[config.mk]
export PLATFORM = sky130hd
export DESIGN_NAME = periph_poll_arbiter
export DESIGN_NICKNAME = d
export VERILOG_FILES = /design/src/rtl/periph_poll_pkg.sv /design/src/rtl/rr_arbiter.sv /design/src/rtl/periph_poll_arbiter.sv
export SDC_FILE = /design/constraint.sdc
export NUM_CORES = 1
export LEC_CHECK = 0
export BUFFER_PORTS_ARGS = -buffer_cell sky130_fd_sc_hd__buf_4
export CAP_MARGIN = 30
export CORE_MARGIN = 2
export CORE_UTILIZATION = 45
export DETAILED_ROUTE_END_ITERATION = 10
export PLACE_DENSITY_LB_ADDON = 0.3
export SYNTH_ARGS = -nofsm -noshare
export SYNTH_HDL_FRONTEND = slang
export SYNTH_SLANG_ARGS = --single-unit
[constraint.sdc]
create_clock -name clk -period 2 [get_ports clk]
set_input_delay 0.2 -clock clk [delete_from_list [all_inputs] [get_ports clk]]
set_output_delay 0.2 -clock clk [all_outputs]
set_load 0.005 [all_outputs]
[src/rtl/periph_poll_pkg.sv]
// Shared types and constants for the polled-peripheral arbiter.
// Optional timeout feature is enabled with the PPA_TIMEOUT_EN macro.
package periph_poll_pkg;

   typedef enum logic [2:0] {
      ST_IDLE      = 3'd0,
      ST_STAT_RD   = 3'd1,
      ST_STAT_WAIT = 3'd2,
      ST_DATA_RD   = 3'd3,
      ST_DATA_WAIT = 3'd4,
      ST_ACK       = 3'd5,
      ST_RESP      = 3'd6
   } state_e;

   localparam int unsigned STATUS_READY_BIT = 0;
   localparam logic        SEL_STATUS       = 1'b0;
   localparam logic        SEL_DATA         = 1'b1;

endpackage

[src/rtl/rr_arbiter.sv]
// Round-robin grant selection: one-hot pointer register plus
// combinational first-requester-at-or-after-pointer search.
module rr_arbiter #(
   parameter int unsigned NREQ = 2
) (
   input  logic            clk,
   input  logic            rst_n,
   input  logic [NREQ-1:0] req,
   input  logic            upd,
   input  logic [NREQ-1:0] cur_gnt,
   output logic [NREQ-1:0] nxt_gnt_c
);

   localparam int unsigned IW = $clog2(NREQ);

   logic [NREQ-1:0] ptr;
   logic [IW-1:0]   start_c;
   logic [IW:0]     idx_c;
   logic            found_c;

   // Pointer moves to the slot just after the requester that was served
   always_ff @(posedge clk or negedge rst_n) begin
      if (!rst_n) begin
         ptr <= NREQ'(1);
      end else if (upd) begin
         ptr <= {cur_gnt[NREQ-2:0], cur_gnt[NREQ-1]};
      end
   end

   // First active request searching upward from the pointer, wrapping
   always_comb begin
      nxt_gnt_c = '0;
      start_c   = '0;
      idx_c     = '0;
      found_c   = 1'b0;
      for (int unsigned i = 0; i < NREQ; i++) begin
         if (ptr[i]) start_c = IW'(i);
      end
      for (int unsigned k = 0; k < NREQ; k++) begin
         idx_c = {1'b0, start_c} + (IW+1)'(k);
         if (idx_c >= (IW+1)'(NREQ)) idx_c = idx_c - (IW+1)'(NREQ);
         if (!found_c && req[idx_c[IW-1:0]]) begin
            nxt_gnt_c[idx_c[IW-1:0]] = 1'b1;
            found_c                  = 1'b1;
         end
      end
   end

endmodule

[src/rtl/periph_poll_arbiter.sv]
// Shares one polled status/data peripheral among NREQ requesters.
// Per grant: poll status until ready, read data, ack the peripheral,
// return the word. Define PPA_TIMEOUT_EN to bound polling at TO_POLLS.
module periph_poll_arbiter
   import periph_poll_pkg::*;
#(
   parameter int unsigned NREQ     = 2,
   parameter int unsigned DW       = 16,
   parameter int unsigned TO_POLLS = 1000
) (
   input  logic            clk,
   input  logic            rst_n,
   input  logic [NREQ-1:0] req,
   output logic [NREQ-1:0] gnt,
   output logic            rsp_valid,
   output logic [DW-1:0]   rsp_data,
   output logic            rsp_err,
   output logic            periph_sel,
   output logic            periph_rd,
   input  logic [DW-1:0]   periph_rdata,
   output logic            periph_ack,
   output logic            busy
);

   if (NREQ < 2 || NREQ > 8) begin : g_nreq_chk
      $error("periph_poll_arbiter: NREQ must be 2..8");
   end
   if (TO_POLLS < 1) begin : g_to_chk
      $error("periph_poll_arbiter: TO_POLLS must be at least 1");
   end

   state_e          state, next_state;
   logic [NREQ-1:0] gnt_d;
   logic [DW-1:0]   rsp_data_d;
   logic [NREQ-1:0] arb_gnt_c;
   logic            arb_upd_c;

   rr_arbiter #(
      .NREQ (NREQ)
   ) u_arb (
      .clk       (clk),
      .rst_n     (rst_n),
      .req       (req),
      .upd       (arb_upd_c),
      .cur_gnt   (gnt),
      .nxt_gnt_c (arb_gnt_c)
   );

`ifdef PPA_TIMEOUT_EN
   localparam int unsigned PCW = $clog2(TO_POLLS + 1);

   logic [PCW-1:0] poll_cnt, poll_cnt_d, poll_inc_c;
   logic           rsp_err_d;

   assign poll_inc_c = (poll_cnt == '1) ? poll_cnt : poll_cnt + PCW'(1);

   // Not-ready poll counter, saturating
   always_ff @(posedge clk or negedge rst_n) begin
      if (!rst_n) begin
         poll_cnt <= '0;
         rsp_err  <= 1'b0;
      end else begin
         poll_cnt <= poll_cnt_d;
         rsp_err  <= rsp_err_d;
      end
   end
`else
   assign rsp_err = 1'b0;
`endif

   // State register
   always_ff @(posedge clk or negedge rst_n) begin
      if (!rst_n) state <= ST_IDLE;
      else        state <= next_state;
   end

   // Next-state, grant and captured-data logic
   always_comb begin
      next_state = state;
      gnt_d      = gnt;
      rsp_data_d = rsp_data;
      arb_upd_c  = 1'b0;
`ifdef PPA_TIMEOUT_EN
      poll_cnt_d = poll_cnt;
      rsp_err_d  = 1'b0;
`endif
      unique case (state)
         ST_IDLE: begin
            if (|req) begin
               gnt_d      = arb_gnt_c;
               next_state = ST_STAT_RD;
`ifdef PPA_TIMEOUT_EN
               poll_cnt_d = '0;
`endif
            end
         end
         ST_STAT_RD:   next_state = ST_STAT_WAIT;
         ST_STAT_WAIT: begin
            if (periph_rdata[STATUS_READY_BIT]) begin
               next_state = ST_DATA_RD;
            end else begin
`ifdef PPA_TIMEOUT_EN
               poll_cnt_d = poll_inc_c;
               if (poll_inc_c == PCW'(TO_POLLS)) begin
                  next_state = ST_RESP;
                  rsp_err_d  = 1'b1;
                  rsp_data_d = '0;
               end else begin
                  next_state = ST_STAT_RD;
               end
`else
               next_state = ST_STAT_RD;
`endif
            end
         end
         ST_DATA_RD:   next_state = ST_DATA_WAIT;
         ST_DATA_WAIT: begin
            rsp_data_d = periph_rdata;
            next_state = ST_ACK;
         end
         ST_ACK:       next_state = ST_RESP;
         ST_RESP: begin
            arb_upd_c  = 1'b1;
            gnt_d      = '0;
            next_state = ST_IDLE;
         end
         default:      next_state = ST_IDLE;
      endcase
   end

   // Registered outputs, decoded from the state being entered
   always_ff @(posedge clk or negedge rst_n) begin
      if (!rst_n) begin
         gnt        <= '0;
         rsp_data   <= '0;
         rsp_valid  <= 1'b0;
         periph_sel <= SEL_STATUS;
         periph_rd  <= 1'b0;
         periph_ack <= 1'b0;
         busy       <= 1'b0;
      end else begin
         gnt        <= gnt_d;
         rsp_data   <= rsp_data_d;
         rsp_valid  <= (next_state == ST_RESP);
         periph_sel <= (next_state == ST_DATA_RD) ? SEL_DATA : SEL_STATUS;
         periph_rd  <= (next_state == ST_STAT_RD) || (next_state == ST_DATA_RD);
         periph_ack <= (next_state == ST_ACK);
         busy       <= (next_state != ST_IDLE);
      end
   end

endmodule

==> flow_metrics.env <==
export IMPL_ys_async_sr_fraction_pct=100.0
export IMPL_layout_nets=136
export IMPL_synthesis_nets=92
export IMPL_rsz0062_at_grt="false"
export IMPL_swShare_pct=29.88
export IMPL_synth_cells=72
export IMPL_synth_area_um2=1111
export IMPL_fill_cells=204
export IMPL_utilization_pct=60.44
export IMPL_die_w_um=53.69
export IMPL_area_delta_synth_final_pct=31.08
export IMPL_syn_avg_cell_area_um2=15.43
export IMPL_drive_gt1_share_pct=58.26
export IMPL_p_comb_share_pct=42.4
export IMPL_clk_pin_slew_ns=0.15
export IMPL_dieArea_um2=2883
export IMPL_ctsResizeCount=0
export IMPL_yosysTopAreaCell="dfrtp_1"
export IMPL_synth_edf_count=0
export IMPL_die_h_um=53.69
export IMPL_endpoint_kind="flip-flop"
export IMPL_cts_tree="built"
export IMPL_cpPeakStageDelay_ns=0.54
export IMPL_grt_ovfl_total=0
export IMPL_wl_mm=1.936
export IMPL_power_internal_mw=1.495
export IMPL_gr_usage_all_layers_pct=14.96
export IMPL_numCtsBuffers=3
export IMPL_crit_type="reg -> reg"
export IMPL_vias=688
export IMPL_row_count=18
export IMPL_p_leak_nw=0.7206
export IMPL_slowest_stage="dfrtp_1"
export IMPL_start_util_pct=46.11
export IMPL_cts_setup_buffers=0
export IMPL_yosysTopAreaCellShare_pct=60.81
export IMPL_grt_pass1_vias=652
export IMPL_grt_pass1_wl_mm=2.994
export IMPL_clock_tree_buffer_depth=2
export IMPL_p_sw_mw=0.6370
export IMPL_coreArea_um2=2410
export IMPL_seqPwrFrac_pct=46.7
export IMPL_maxSlewViolCount=0
export IMPL_fin_crit_ns=1.530
export IMPL_cts_max_level=1
export IMPL_crit_arrival_ns=1.75
export IMPL_synthDistinctLibCells=26
export IMPL_holdWs_ns=0.09837
export IMPL_yosysMostFrequentCell="dfrtp_1"
export IMPL_synthTopCellsByCount="dfrtp_1 (27), mux2_4 (9), mux2_2 (8)"
export IMPL_place_congestion=0.6729
export IMPL_status="finished, final reports clean"
export IMPL_synth_warnings=0
export IMPL_skew_ns=0.007268
export IMPL_drc=0
export IMPL_drtAntennaViolNets=0
export IMPL_port_buffers=42
export IMPL_hpwl_mm=1.469
export IMPL_antenna_cells=0
export IMPL_hold_viol=0
export IMPL_hp_class="in -> reg"
export IMPL_ys_seq_area_share_pct=60.81
export IMPL_setup_viol=0
export IMPL_viasPerCell=4.745
export IMPL_cp_start_kind="flip-flop"
export IMPL_cp_required_ns=2.22
export IMPL_power_density_nw_per_um2=1464
export IMPL_yosys_top_cells_area="dfrtp_1 (61%), mux2_4 (12%), mux2_2 (8.1%)"
export IMPL_path_max_fanout=17
export IMPL_clockRootBuffer="clkbuf_4"
export IMPL_antenna_found_initial=0
export IMPL_wl_per_cell_um=13.35
export IMPL_clock_sinks=27
export IMPL_path_cells="nor3b_4 > buf_4 > mux2_2"
export IMPL_fmax_mhz=653.7
export IMPL_ys_ff_latch=27
export IMPL_drt_initial_drc_count=0
export IMPL_yosys_most_used_dff="dfrtp_1"
export IMPL_clockPowerShare_pct=10.9
export IMPL_drv_cap=0
export IMPL_ir_drop_mv=0.9103
export IMPL_clk_latency_ns=0.32
export IMPL_fin_tns_setup_ns=0
export IMPL_drt_first_pass_iters=1
export IMPL_grt_max_degree=28
export IMPL_fin_crit_sh_pct=76.49
export IMPL_io_pins=44
-- worst max-delay path, delay by kind of cell, from the launching register on --
family        cells  cell delay [ns]
flops             1             0.54
buf+inv           1             0.30
mux               1             0.36
simple gates      1             0.23
-- final cells by class --
type	count	area [um2]	area share, %
clock buffer	3	22.52	1.546
clock inverter	1	7.507	0.5155
inverter	1	3.754	0.2577
multi-input combinational	39	376.6	25.86
sequential	27	675.6	46.39
tap	30	37.54	2.577
timing repair buffer	44	332.8	22.85
-- per-layer routing --
layer  global-route usage [%]  share of wire, %  vias to the layer above
met4                    6.410              0.52                        0
li1                         -                 -                      336
met5                        0                 0                        -
met1                    20.73                42                      325
met2                    22.15                51                       25
met3                    3.889               6.2                        2
-- timing repair --
item	in CTS	in global routing
hold buffers	1	0
setup endpoints to repair	0	0
endpoints found under the hold margin	27	0
-- flip-flops by register name, summed over array words and instances (netlist names) --
name / cells
busy: 1
gnt: 2
periph_ack: 1
periph_rd: 1
periph_sel: 1
rsp_data: 16
rsp_valid: 1
state: 3
u_arb.ptr: 1
-- power by group through the flow --
stage               Sequential [mW]  Combinational (mW)  Clock, mW
global route                   1.04               0.994      0.265
finish                        0.995               0.905      0.233
CTS                           0.996               0.922      0.243
global placement              0.988               0.896          0
detailed placement             1.01               0.916          0
floorplan                     0.951               0.585          0
-- stage by stage --
step	area (um2)	std cells	setup slack, ns	power, mW
after global placement	1416	140	0.5540	1.884
after CTS	1456	145	0.4706	2.161
after floorplan	1111	72	0.5341	1.536
after detailed placement	1416	140	0.4869	1.921
after global routing	1456	145	0.3965	2.296
final	1456	145	0.4702	2.132
-- cells in the final DEF (no fill, tap or decap) --
cell | synthesis | layout
mux2_2 | 8 | 8
nand2b_1 | 1 | 1
nor3b_4 | 1 | 1
nor3_1 | 3 | 3
clkinvlp_4 | 0 | 1
buf_4 | 1 | 43
clkbuf_4 | 0 | 3
and3b_2 | 1 | 1
nand2_1 | 1 | 1
o211a_1 | 1 | 1
a21bo_2 | 1 | 1
dfrtp_1 | 27 | 27
dlygate4sd3_1 | 0 | 1
mux2_4 | 9 | 9
mux2i_1 | 1 | 1
a211oi_1 | 1 | 1
a21oi_1 | 1 | 1
nand3_1 | 1 | 1
nor4_1 | 1 | 1
inv_1 | 1 | 1
nor3b_1 | 1 | 1
nor2_1 | 3 | 3
o21bai_1 | 1 | 1
conb_1 | 1 | 1
and3_1 | 1 | 1
a22oi_1 | 1 | 1
-- logic make-up after synthesis --
logic type / Yosys count / share of synthesized area, %
other cells: 1 / 0.3375
buf+inv: 6 / 5.292
mux: 18 / 21.17
simple gates: 14 / 8.108
compound gates: 6 / 4.280
flops: 27 / 60.81
-- worst paths after layout --
path | start | to | slack, ns | depth (start not counted)
worst min register to register | u_arb.ptr[1]$_DFFE_PN0P_ | u_arb.ptr[1]$_DFFE_PN0P_ | 0.52 | 1
max in group asynchronous | rst_n | periph_rd$_DFF_PN0_ | 1.45 | 2
min in group asynchronous | rst_n | state[0]$_DFF_PN0_ | 0.30 | 2
worst max-delay path | state[2]$_DFF_PN0_ | rsp_data[1]$_DFFE_PN0N_ | 0.47 | 3
worst min-delay path | periph_rdata[10] | rsp_data[10]$_DFFE_PN0N_ | 0.1 | 2
worst max register to register | state[2]$_DFF_PN0_ | rsp_data[1]$_DFFE_PN0N_ | 0.47 | 3
(Power assumes the default switching activity.)
